--- src/rtl/cam_pkg.sv ---
// Shared definitions for the camera capture bridge: register offsets inside
// the 32-byte window, CTRL bit positions, capture FSM states and the STATUS
// register layout.
package cam_pkg;

  localparam int unsigned ADDR_W = 32;
  localparam int unsigned DATA_W = 32;
  localparam int unsigned OFS_W  = 5;
  localparam int unsigned FRM_W  = 16;

  localparam logic [OFS_W-1:0] CTRL_OFS   = 5'h00;
  localparam logic [OFS_W-1:0] STATUS_OFS = 5'h04;
  localparam logic [OFS_W-1:0] DATA_OFS   = 5'h08;
  localparam logic [OFS_W-1:0] POP_OFS    = 5'h0C;
  localparam logic [OFS_W-1:0] FRAMES_OFS = 5'h10;

  localparam int unsigned CTRL_EN     = 0;
  localparam int unsigned CTRL_IRQ_EN = 1;
  localparam int unsigned CTRL_CLR    = 2;

  typedef enum logic [1:0] {IDLE, WAIT_VS, SYNC, CAPTURE} cap_state_t;

  typedef struct packed {
    logic [15:0] rsvd_hi;
    logic [7:0]  count;
    logic [4:0]  rsvd_lo;
    logic        ovf;
    logic        full;
    logic        empty;
  } status_t;

endpackage

--- src/rtl/word_fifo.sv ---
// Word FIFO with occupancy count.
// Ports: push/pop strobes (pop ignored when empty, push ignored when full
// unless a pop happens in the same cycle), clr empties the FIFO, din/dout
// data, empty/full flags and count (0..DEPTH). Synchronous active-low reset.
module word_fifo #(
  parameter int unsigned WIDTH = 32,
  parameter int unsigned DEPTH = 16,
  localparam int unsigned AW = $clog2(DEPTH),
  localparam int unsigned CW = $clog2(DEPTH + 1)
) (
  input  logic             clk,
  input  logic             reset,
  input  logic             push,
  input  logic             pop,
  input  logic             clr,
  input  logic [WIDTH-1:0] din,
  output logic [WIDTH-1:0] dout,
  output logic             empty,
  output logic             full,
  output logic [CW-1:0]    count
);

  logic [WIDTH-1:0] mem [DEPTH];
  logic [AW-1:0]    wr_ptr;
  logic [AW-1:0]    rd_ptr;
  logic             do_push;
  logic             do_pop;

  assign empty   = (count == '0);
  assign full    = (count == CW'(DEPTH));
  assign do_pop  = pop & ~empty;
  // A pop frees a slot in the same cycle, so a push into a full FIFO still lands.
  assign do_push = push & (~full | do_pop);
  assign dout    = mem[rd_ptr];

  // Pointer and occupancy tracking; pointers wrap naturally (DEPTH is 2^n).
  always_ff @(posedge clk) begin
    if (!reset) begin
      wr_ptr <= '0;
      rd_ptr <= '0;
      count  <= '0;
    end else if (clr) begin
      wr_ptr <= '0;
      rd_ptr <= '0;
      count  <= '0;
    end else begin
      if (do_push) wr_ptr <= wr_ptr + AW'(1);
      if (do_pop)  rd_ptr <= rd_ptr + AW'(1);
      count <= count + CW'(do_push) - CW'(do_pop);
    end
  end

  // Storage array, no reset needed.
  always_ff @(posedge clk) begin
    if (do_push) mem[wr_ptr] <= din;
  end

endmodule

--- src/rtl/cam_mmio.sv ---
// Memory-mapped camera capture bridge on the CPU data port.
// Ports: clk, reset (sync, active-low); CPU side addr/wdata/we -> rdata;
// RAM side ram_we/ram_rdata for addresses outside the register window;
// camera side cam_vsync/cam_href/cam_valid/cam_data; irq when enabled and
// the FIFO holds data. Camera bytes are packed little-endian into words.
module cam_mmio
  import cam_pkg::*;
#(
  parameter logic [31:0] BASE_ADDR = 32'hFFFF_0000,
  parameter int unsigned DEPTH     = 16
) (
  input  logic              clk,
  input  logic              reset,
  input  logic [ADDR_W-1:0] addr,
  input  logic [DATA_W-1:0] wdata,
  input  logic              we,
  output logic [DATA_W-1:0] rdata,
  output logic              ram_we,
  input  logic [DATA_W-1:0] ram_rdata,
  input  logic              cam_vsync,
  input  logic              cam_href,
  input  logic              cam_valid,
  input  logic [7:0]        cam_data,
  output logic              irq
);

  localparam int unsigned CW = $clog2(DEPTH + 1);

  logic              in_window;
  logic [OFS_W-1:0]  ofs;
  logic              wr_ctrl;
  logic              pop_req;
  logic              clr_c;
  logic              byte_c;
  logic              push_c;
  logic              ctrl_en;
  logic              ctrl_irq_en;
  logic              ovf;
  logic [FRM_W-1:0]  frames;
  cap_state_t        state;
  logic [1:0]        idx;
  logic [3:0][7:0]   word;
  logic [DATA_W-1:0] fifo_dout;
  logic              fifo_empty;
  logic              fifo_full;
  logic [CW-1:0]     fifo_count;
  status_t           status;
  logic              unused_wdata;

  assign unused_wdata = ^wdata[DATA_W-1:CTRL_CLR+1];

  // Address decode and store strobes.
  assign in_window = (addr[ADDR_W-1:OFS_W] == BASE_ADDR[ADDR_W-1:OFS_W]);
  assign ofs       = addr[OFS_W-1:0];
  assign ram_we    = we & ~in_window;
  assign wr_ctrl   = we & in_window & (ofs == CTRL_OFS);
  assign pop_req   = we & in_window & (ofs == POP_OFS);
  assign clr_c     = wr_ctrl & wdata[CTRL_CLR];

  // A byte is taken only mid-frame; vsync high ends the frame instead.
  assign byte_c = (state == CAPTURE) & ctrl_en & ~cam_vsync & cam_href & cam_valid;
  assign push_c = byte_c & (idx == 2'd3) & ~clr_c;

  assign irq = ctrl_irq_en & ~fifo_empty;

  word_fifo #(.WIDTH(DATA_W), .DEPTH(DEPTH)) u_fifo (
    .clk   (clk),
    .reset (reset),
    .push  (push_c),
    .pop   (pop_req),
    .clr   (clr_c),
    .din   ({cam_data, word[2:0]}),
    .dout  (fifo_dout),
    .empty (fifo_empty),
    .full  (fifo_full),
    .count (fifo_count)
  );

  // Control register, overflow flag, frame counter, packer and capture FSM.
  always_ff @(posedge clk) begin
    if (!reset) begin
      ctrl_en     <= 1'b0;
      ctrl_irq_en <= 1'b0;
      ovf         <= 1'b0;
      frames      <= '0;
      state       <= IDLE;
      idx         <= '0;
      word        <= '0;
    end else begin
      if (wr_ctrl) begin
        ctrl_en     <= wdata[CTRL_EN];
        ctrl_irq_en <= wdata[CTRL_IRQ_EN];
      end

      // A concurrent pop makes room, so only an unrelieved full push overflows.
      if (clr_c) ovf <= 1'b0;
      else if (push_c & fifo_full & ~pop_req) ovf <= 1'b1;

      if (!ctrl_en) begin
        state <= IDLE;
        idx   <= '0;
      end else begin
        case (state)
          IDLE:    state <= WAIT_VS;
          WAIT_VS: if (cam_vsync) state <= SYNC;
          SYNC: begin
            if (!cam_vsync) begin
              state <= CAPTURE;
              idx   <= '0;
            end
          end
          CAPTURE: begin
            if (cam_vsync) begin
              frames <= frames + FRM_W'(1);
              idx    <= '0;
              state  <= SYNC;
            end else if (byte_c) begin
              word[idx] <= cam_data;
              idx       <= idx + 2'd1;
            end
          end
          default: state <= IDLE;
        endcase
      end

      // Clear overrides any frame count or byte index update this cycle.
      if (clr_c) begin
        frames <= '0;
        idx    <= '0;
      end
    end
  end

  // Status word assembly.
  always_comb begin
    status       = '0;
    status.count = 8'(fifo_count);
    status.ovf   = ovf;
    status.full  = fifo_full;
    status.empty = fifo_empty;
  end

  // Combinational read mux: registers inside the window, RAM elsewhere.
  always_comb begin
    rdata = ram_rdata;
    if (in_window) begin
      case (ofs)
        CTRL_OFS:   rdata = {29'b0, 1'b0, ctrl_irq_en, ctrl_en};
        STATUS_OFS: rdata = status;
        DATA_OFS:   rdata = fifo_empty ? '0 : fifo_dout;
        FRAMES_OFS: rdata = {16'b0, frames};
        default:    rdata = '0;
      endcase
    end
  end

endmodule

--- config.mk ---
export PLATFORM = sky130hd
export DESIGN_NAME = cam_mmio
export DESIGN_NICKNAME = d
export VERILOG_FILES = /design/src/rtl/cam_pkg.sv /design/src/rtl/word_fifo.sv /design/src/rtl/cam_mmio.sv
export SDC_FILE = /design/constraint.sdc
export NUM_CORES = 1
export LEC_CHECK = 0
export CAP_MARGIN = 25
export CORE_AREA = 5 5 221 223
export DETAILED_ROUTE_END_ITERATION = 8
export DIE_AREA = 0 0 226 228
export HOLD_SLACK_MARGIN = 0.15
export PLACE_DENSITY = 0.68
export SLEW_MARGIN = 20
export SYNTH_ARGS = -nofsm -noshare
export SYNTH_HDL_FRONTEND = slang
export SYNTH_HIERARCHICAL = 1
export SYNTH_SLANG_ARGS = --single-unit
export TNS_END_PERCENT = 50
--- constraint.sdc ---
create_clock -name clk -period 8.9 [get_ports clk]
set_input_delay 0.89 -clock clk [delete_from_list [all_inputs] [get_ports clk]]
set_output_delay 0.89 -clock clk [all_outputs]
set_load 0.01 [all_outputs]
== Word level (Yosys, flattened, before mapping) ==
Memories as Yosys holds them, arrays and structs flattened. A register that Yosys moved wholly into a read port is not among the register bits.
Index checks and enable logic that the tools add are counted.
Widths: inputs -> output; s select.
Operators by class
  $add $sub $neg: 6
  $lt $le $gt $ge: 2
  eq/ne operators: 13
  muxes and demuxes: 17
  bitwise gates (word level): 25
  reduce and logical (&&, ||, !) cells: 13
Operator list (count)
  $pmux 32 s4: 1
  $mux 32: 2
  $bwmux 32: 1
  $eq 27x27->1 const B: 1
  $add 16x1->16 const B: 1
  $and 1x1->1: 16
  $demux 8 s2: 1
  $eq 5x4->1 const B: 2
  $eq 5x5->1 const B: 2
  $logic_not 5->1: 2
  $mux 2: 5
  $add 4x1->4 const B: 2
  $mux 4: 2
  $mux 8: 1
  $not 1->1: 8
  $eq 2x2->1 const B: 3
  $pmux 2 s3: 1
  $reduce_and 3->1: 2
  $add 5x1->5: 1
  $eq 5x3->1 const B: 1
  $sub 5x1->5: 1
  $pmux 2 s2: 1
  $reduce_and 2->1: 2
  $reduce_and 4->1: 1
  14 further kinds: 16
Word-level totals
  register bits: 68
  bits in writable memories: 512
  input port bits: 110
  output and inout port bits: 34
  logic and storage cells: 90
  memories: 1
Memory list
  u_fifo.mem: words 16, width 32, rd ports 1, clocked after memory_dff 1, write ports 1, RTL line word_fifo.sv:23  | logic [WIDTH-1:0] mem [DEPTH];

== Longest topological paths before layout ==
Gate-level depths: netlist of the first run.
  depth in word-level cells: 10
  depth in mapped cells: 15
  gate-level depth less buffers: 14

== By module ==
Netlist of the first run, hierarchy kept.
Modules (own cells, without submodules)
  word_fifo: times used 1, cells an instance 897, area an instance 20046.7 um^2, seq. area each 15715.1 um^2
  cam_mmio: times used 1, cells an instance 336, area an instance 2866.5 um^2, seq. area each 940.9 um^2

== Worst setup path before layout of the first run ==
Ideal clock, no wire load.
  path type: input port to flip-flop
  from: input port addr[7]
  to: memory u_fifo.mem[7][0], enable pin
  setup time: 0.513 ns
  arrival: 5.775 ns
  data required time: 8.387 ns
  slack: 2.612 ns
  stages on the path: 7
  path buffers: 1
  cell sequence: nor4_2 and4_1 nand2_1 clkbuf_1 nor2_1 o41ai_4 nor4b_1
Between the ends
  elaborated cells on any way between the ends: 12
  those cells by class: 1 x eq/ne; 2 x mux; 9 x bitwise
RTL lines
  start: declaration: RTL line cam_mmio.sv:14  | input logic [ADDR_W-1:0] addr,
  $eq 27x27->1: RTL line cam_mmio.sv:53  | assign in_window = (addr[ADDR_W-1:OFS_W] == BASE_ADDR[ADDR_W-1:OFS_W]);
  $and 1x1->1 (2 in series): RTL line cam_mmio.sv:57  | assign pop_req = we & in_window & (ofs == POP_OFS);
  via pop_req: RTL line cam_mmio.sv:32  | logic pop_req;
  $and 1x1->1: RTL line word_fifo.sv:31  | assign do_pop = pop & ~empty;
  $or 1x1->1: RTL line word_fifo.sv:33  | assign do_push = push & (~full | do_pop);
  $and 1x1->1: RTL line word_fifo.sv:33
  $mux 1: RTL line word_fifo.sv:55  | if (do_push) mem[wr_ptr] <= din;
  $mux 1 (not written as such): RTL line word_fifo.sv:55
  end: declaration: RTL line word_fifo.sv:23
The timed path passes the listed nets, and every way through them passes these cells.

==> results by group, run 1 <==
Outcome
  – Status: finished clean

Job
  – Number of max-cap violations: 0

Timing
  – Final number of setup-violating endpoints: 0
  – Tcrit/Tclk final: 0.5475
  – Rel. slew slack: 0.2680
  – RSZ-0062 raised after global routing: false
  – Max Slew Vio Count: 0
  – Tightest Pin Transition: 1098 ps
  – Fin Setup TNS: 0 ps
  – Achievable frequency: 0.2052 GHz
  – Final min period: 4873 ps
  – Skew final: 14.66 ps
  – Final hold vios: 0

Worst setup path
  – Crit path kind: reg2out
  – Crit path arrival time: 3980 ps
  – Crit. End Element: output pin
  – CP Max Fanout: 32
  – WP data required: 8010 ps
  – Crit start category: flop

Power and ir drop
  – Ratio of total power to cell area: 200.2 mW/mm2
  – Lkg Pwr: 9.453 nW
  – Worst VDD drop: 0.0001343 V

Floorplan
  – Core area: 0.04636 mm2
  – Initial core utilization: 0.4943
  – Row count: 79
  – # IOs: 144
  – Die W: 226 um
  – Die ar.: 0.05153 mm2
  – Height of the chip: 228 um

Layout
  – Final #Nets: 1493
  – Area of the multi-input gates: 0.005968 mm2
  – Antenna diodes: 0
  – Register Area: 0.01666 mm2
  – Layout Cells excl Fill: 2021
  – Filler cell count: 3447
  – Final instance area: 0.02664 mm2
  – Share of layout cells above drive strength 1: 0.2023
  – Area growth from synthesis to layout: 16.27%

Clock tree
  – Hold_buf cts: 0
  – Clock Latency Late Sink: 600 ps
  – TritonCTS clock tree: done
  – Clock transition at path regs: 60 ps
  – Setup bufs post-CTS: 0
  – CTS resizes: 0
  – Clock Root Buffer: clkbuf_16
  – H-tree depth: 2
  – Clock Tree Buf Depth: 3
  – TritonCTS Buffers: 57
  – Clock sinks: 576

Logic synthesis
  – Mapped Cells: 1233
  – Post-synthesis mux area share: 0.1377
  – Main synth FF type: edfxtp_1
  – Complex-gate fraction of the synthesized area: 0.05269
  – Syn Area/Cell: 18.58 um2
  – Mapped Area: 0.02291 mm2
  – Largest family of logic cells by synthesized area: multiplexers
  – Post-Synth Adder-Cell Area: 0.009611
  – Post-synth EDFFs: 512
  – Post-Synth Simple-Gate Area: 0.05084
  – Sequential cell area fraction in the yosys report: 0.7269
  – Synth Net Count: 1360
  – Seq cells post-synth: 576
  – Post-Synth XOR/XNOR Area: 0.005734
  – Post-synth ARST share: 0
  – Synth warn: 6
  – Post-synthesis cell type count: 63

Route
  – First DRT Iteration DRCs: 1114
  – DRT Pass-1 Iters: 5
  – Residual DRC: 0
  – Via-to-Cell Ratio: 5.997
  – Vias post-DR: 12119
  – Final ANT Viol Nets: 0
  – Wirelength per Cell: 25.93 um
  – Post-Route WL: 52410 um

GRT
  – Initial antenna violation count: 1
  – First-pass GRT wire length: 78370 um
  – Vias in the first global route: 12417
  – All-Layer GR Usage: 0.2022
  – Largest net degree at the start of global routing: 75
  – GRT overflow: 0

Placement
  – Routability cong.: 0.8102
  – Placed Cells: 1914
  – HPWL Detailed: 27820 um
  – Buffers added on ports: 114
  – Dpl cell area: 0.02481 mm2

Min path
  – Hold WC Path Type: reg2reg
==> cells by family after synthesis <==
group	Yosys count
flops	576
simple gates	221
compound gates	166
mux	155
buf+inv	83
fa+ha+maj	17
xor+xnor	15
==> cells in the final DEF (no fill, tap or decap), types with 20 or more instances in the layout <==
master and n:
edfxtp_1 512, mux4_2 128, clkdlybuf4s50_1 114, a22oi_1 74, nand2_1 66, dfxtp_1 62, clkbuf_16 58, nor2_1 44
o21ai_0 39, mux2i_1 26, buf_4 26, nand3_1 20, clkbuf_1 20
==> registers in the layout, summed over array words and instances, names as in the netlist, named ones only <==
register / flops
ovf: 1
frames: 16
ctrl_en: 1
u_fifo/mem: 512
u_fifo/count: 5
u_fifo/wr_ptr: 4
ctrl_irq_en: 1
u_fifo/rd_ptr: 4
idx: 2
state: 2
word: 24
==> final timing paths <==
check / cells after the start / from / to / slack (ps)
worst max register to register: 12 / state[0]$_SDFFE_PN0P_ / u_fifo/count[4]$_SDFF_PP0_ / 5550
worst min register to register: 2 / frames[15]$_SDFFE_PP0P_ / frames[15]$_SDFFE_PP0P_ / 470
worst min-delay path: 2 / frames[15]$_SDFFE_PP0P_ / frames[15]$_SDFFE_PP0P_ / 470
worst max-delay path: 7 / flop / rdata[0] / 4030
==> where the power goes <==
| group | switching (mW) | internal, mW | total, mW | leakage [nW] |
|---|---|---|---|---|
| combinational | 0.0383 | 0.0496 | 0.0879 | 2.41 |
| clock | 0.971 | 1.37 | 2.34 | 0.903 |
| sequential | 0.00000000000485 | 2.91 | 2.91 | 6.14 |
==> layer usage <==
metal,vias up,track usage,routed length [um]
met5,-,0,0
met4,0,0.05183,1147
met3,76,0.03571,3312
met2,395,0.3347,25660
met1,6344,0.2820,22290
li1,5304,-,-
==> final cells by class <==
cell class | instances | share of cell area
clock inverter | 23 | 0.008453
clock buffer | 84 | 0.06040
timing repair buffer | 141 | 0.05091
inverter | 16 | 0.002254
sequential | 576 | 0.6255
multi-input combinational | 574 | 0.2240
tap | 607 | 0.02851
==> per-stage QoR <==
step | util | setup WS [ps] | total power [mW] | hold WS, ps
after floorplan | - | 2612 | 2.985 | 438.7
after global placement | 0.5351 | 3933 | 3.052 | 453.0
after detailed placement | 0.5351 | 3912 | 3.053 | 467.4
after CTS | 0.5747 | 3874 | 5.379 | 475.4
after global routing | 0.5747 | 3667 | 5.501 | 510.1
final | 0.5747 | 4027 | 5.334 | 474.6
==> worst max-delay path: stages (launching register included) <==
cell and delay, ps:
dfxtp_4 680, buf_4 630, mux4_2 580, a22oi_1 230
nand2_1 140, a2111oi_0 500, o2bb2ai_1 100, clkdlybuf4s50_1 500
==> cells in the mapped netlist, types with 2 or more instances <==
library cell,n,area [um2]
nor3b_1,2,15.01
xor2_1,7,61.31
clkbuf_1,32,120.1
nor2_1,49,183.9
nor2b_1,6,37.54
buf_2,12,60.06
ha_1,16,200.2
dfxtp_1,64,1281
and2_1,8,50.05
o2bb2ai_1,16,140.1
and3_1,12,75.07
mux2i_1,26,260.3
a222oi_1,6,60.06
a21oi_2,3,26.28
o31ai_1,4,30.03
a22oi_1,74,555.5
edfxtp_1,512,15370
nor4_1,3,18.77
o21ai_0,39,195.2
buf_1,11,41.29
and4_1,4,35.03
or4_4,2,22.52
nor4_2,2,25.02
nor2_2,8,50.05
xnor2_1,8,70.07
buf_4,10,75.07
a21oi_1,13,65.06
buf_6,2,22.52
nand2_1,66,247.7
nand4_2,3,37.54
or3_1,5,31.28
nand3_1,20,100.1
mux4_2,128,2883
nor3_1,10,50.05
inv_1,16,60.06
a2111oi_0,2,17.52
nand4_1,6,37.54
(Power assumes the default switching activity.)
==> run 2: changes to the inputs <==
Settings changed: PLACE_DENSITY 0.68 to 0.71.
Clock period 8.9 ns to 4 ns, I/O delays scaled along.
==> run 2 against run 1 <==
Compared with the run above: sequential cell count did not move; setup slack got worse by 3900 ps; critical path depth rose by 3; cell count rose by 1.4%; sequential power rose by 120%; core utilization rose by 1.3 points; clock skew fell by 1.4 ps; critical endpoint is now rdata[12]; highest routed layer unchanged.
==> results by group, run 2 (same netlist as run 1, synthesis figures left out) <==
Outcome
  – Status: finished clean

Worst setup path
  – CP Max Fanout: 21 (-34%)
  – Slowest cell on the critical path: a222oi_1
  – Crit path cell chain: inv_1, ha_1, or4b_4, inv_1, nor2_1, and3_1, buf_4, a222oi_1, o2bb2ai_1, clkdlybuf4s50_1
  – Crit path largest cell delay: 530 ps (-150 ps)
  – Crit. End Element: output pin
  – Critical path's most frequent cell: inv_1
  – Crit path max-delay family: buffers and inverters
  – Crit path launch: u_fifo/count[2]$_SDFF_PP0_
  – Crit path arrival time: 3460 ps (-520 ps)
  – Critical R2R Launch: u_fifo/count[2]$_SDFF_PP0_
  – Buffer and inverter count on the worst path: 4 (+2)
  – Crit path kind: reg2out
  – Crit start category: flop
  – WP data required: 3600 ps (-4410 ps)

Clock tree
  – TritonCTS Buffers: 56 (-1.8%)
  – Clock Root Buffer: clkbuf_16
  – TritonCTS clock tree: done
  – Clock sinks: 576 (unchanged)
  – Clock Tree Buf Depth: 3 (unchanged)
  – H-tree depth: 2 (unchanged)
  – Hold_buf cts: 0 (unchanged)
  – Clock Latency Late Sink: 600 ps (about the same)
  – Clock transition at path regs: 60 ps (about the same)

Route
  – Final ANT Viol Nets: 0 (unchanged)
  – Wirelength per Cell: 26.21 um (+1.1%)
  – DRT Pass-1 Iters: 5 (unchanged)
  – Residual DRC: 0 (unchanged)
  – Post-Route WL: 53720 um (+2.5%)
  – First DRT Iteration DRCs: 1441 (+29%)
  – Vias post-DR: 12372 (+2.1%)
  – Via-to-Cell Ratio: 6.035 (+0.64%)

Min path
  – Hold WC Path Type: in2reg
  – Worst hold path startpoint: wdata[1]

Floorplan
  – # IOs: 144 (unchanged)
  – Die W: 226 um (unchanged)
  – Height of the chip: 228 um (unchanged)
  – Initial core utilization: 0.4943 (unchanged)
  – Core area: 0.04636 mm2 (unchanged)
  – Row count: 79 (unchanged)
  – Die ar.: 0.05153 mm2 (unchanged)

Layout
  – Antenna diodes: 0 (unchanged)
  – Final #Nets: 1522 (+1.9%)
  – Leading cell type in the layout, fill and taps excluded: edfxtp_1
  – Final instance area: 0.02727 mm2 (+2.3%)
  – Share of layout cells above drive strength 1: 0.2225 (+0.02019)
  – Most flops, register: u_fifo/mem
  – Core Util, Final: 0.5882 (+0.01349)
  – Most frequent cells in the layout: edfxtp_1 (512), mux4_2 (128), clkdlybuf4s50_1 (114)
  – Top flop regs: u_fifo/mem: 512 flops, word: 24 flops, frames: 16 flops
  – Max FFs per register: 512 (unchanged)
  – Area growth from synthesis to layout: 19.00%

Timing
  – RSZ-0062 raised after global routing: false
  – Rel. slew slack: 0.3943 (+0.1263)
  – Max Slew Vio Count: 0 (unchanged)
  – Achievable frequency: 0.2589 GHz
  – Tightest Pin Transition: 905.7 ps (-192.3 ps)
  – Final hold vios: 0 (unchanged)
  – Final number of setup-violating endpoints: 0 (unchanged)
  – Skew final: 13.27 ps (-1.387 ps)
  – WHS: 376.6 ps (-98.05 ps)
  – Final min period: 3862 ps
  – Fin Setup TNS: 0 ps (unchanged)
  – Tcrit/Tclk final: 0.9656
  – Setup WS post-layout: 137.8 ps (-3889 ps)

Placement
  – Dpl cell area: 0.02527 mm2 (+1.9%)
  – Routability cong.: 0.7778 (-4.0%)
  – Dpl ws: 228.8 ps (-3683 ps)
  – Buffers added on ports: 114 (unchanged)
  – HPWL Detailed: 29750 um (+6.9%)

GRT
  – First-pass GRT wire length: 79810 um (+1.8%)
  – Initial antenna violation count: 0 (-1)
  – All-Layer GR Usage: 0.2063 (+0.004058)
  – Vias in the first global route: 12702 (+2.3%)
  – Largest net degree at the start of global routing: 62 (-17%)
  – GRT overflow: 0 (unchanged)

Power and ir drop
  – Ratio of total power to cell area: 442.0 mW/mm2 (+120%)
  – Lkg Pwr: 9.710 nW (+2.7%)
  – Worst VDD drop: 0.0003640 V (+170%)

Job
  – Number of max-cap violations: 0 (unchanged)
run 2: cell types whose count changed in the layout (fill, tap and decap cells not counted), moves of 2 or more:
cell	change
buf_12	+21
buf_4	+8
a2111oi_0	-2
clkinv_2	-3
clkinvlp_4	+2
bufinv_16	+2
clkbuf_1	-5
run 2: metrics by stage:
stage / power, mW / cells
floorplan: 6.642 / 1233
CTS: 12.14 / 2044
global placement: 6.792 / 1938
finish: 12.05 / 2050
detailed placement: 6.796 / 1938
global route: 12.42 / 2050
run 2: power breakdown:
part,switching (mW),total (mW),internal [mW]
logic,0.0872,0.202,0.115
clock network,2.16,5.38,3.22
registers,0.0000000000110,6.47,6.47
run 2: final cells by class:
type	count	area, um2
clock inverters	25	294.0
inverters	16	60.06
well taps	607	759.5
fillers	3352	19090
flip-flops and latches	576	16660
repair buffers	171	1864
clock buffers	81	1629
multi-input cells	574	5997
run 2: per-layer routing:
| layer | GRT usage | wire length, um |
|---|---|---|
| met4 | 0.05428 | 1118 |
| met5 | 0 | 0 |
| met1 | 0.2958 | 22080 |
| met2 | 0.3310 | 25840 |
| met3 | 0.03802 | 4678 |
run 2: what timing repair did:
action,CTS,global route
setup buffers,0,5
cloned,0,0
gates resized for setup,1,3
setup endpoints to repair,1,15
pin swaps,0,1
run 2: worst paths after layout:
kind	slack (ps)	cells after the start	endpoint
hold reg to reg	480	2	ctrl_irq_en$_SDFFE_PN0P_
hold / removal	380	3	ctrl_irq_en$_SDFFE_PN0P_
setup reg to reg	960	13	u_fifo/count[4]$_SDFF_PP0_
setup / recovery	140	10	rdata[12]
run 2: tightest hold or removal path, stage by stage:
cell             delay [ps]
clkdlybuf4s50_1         400
nand2_1                  60
mux2i_1                  60
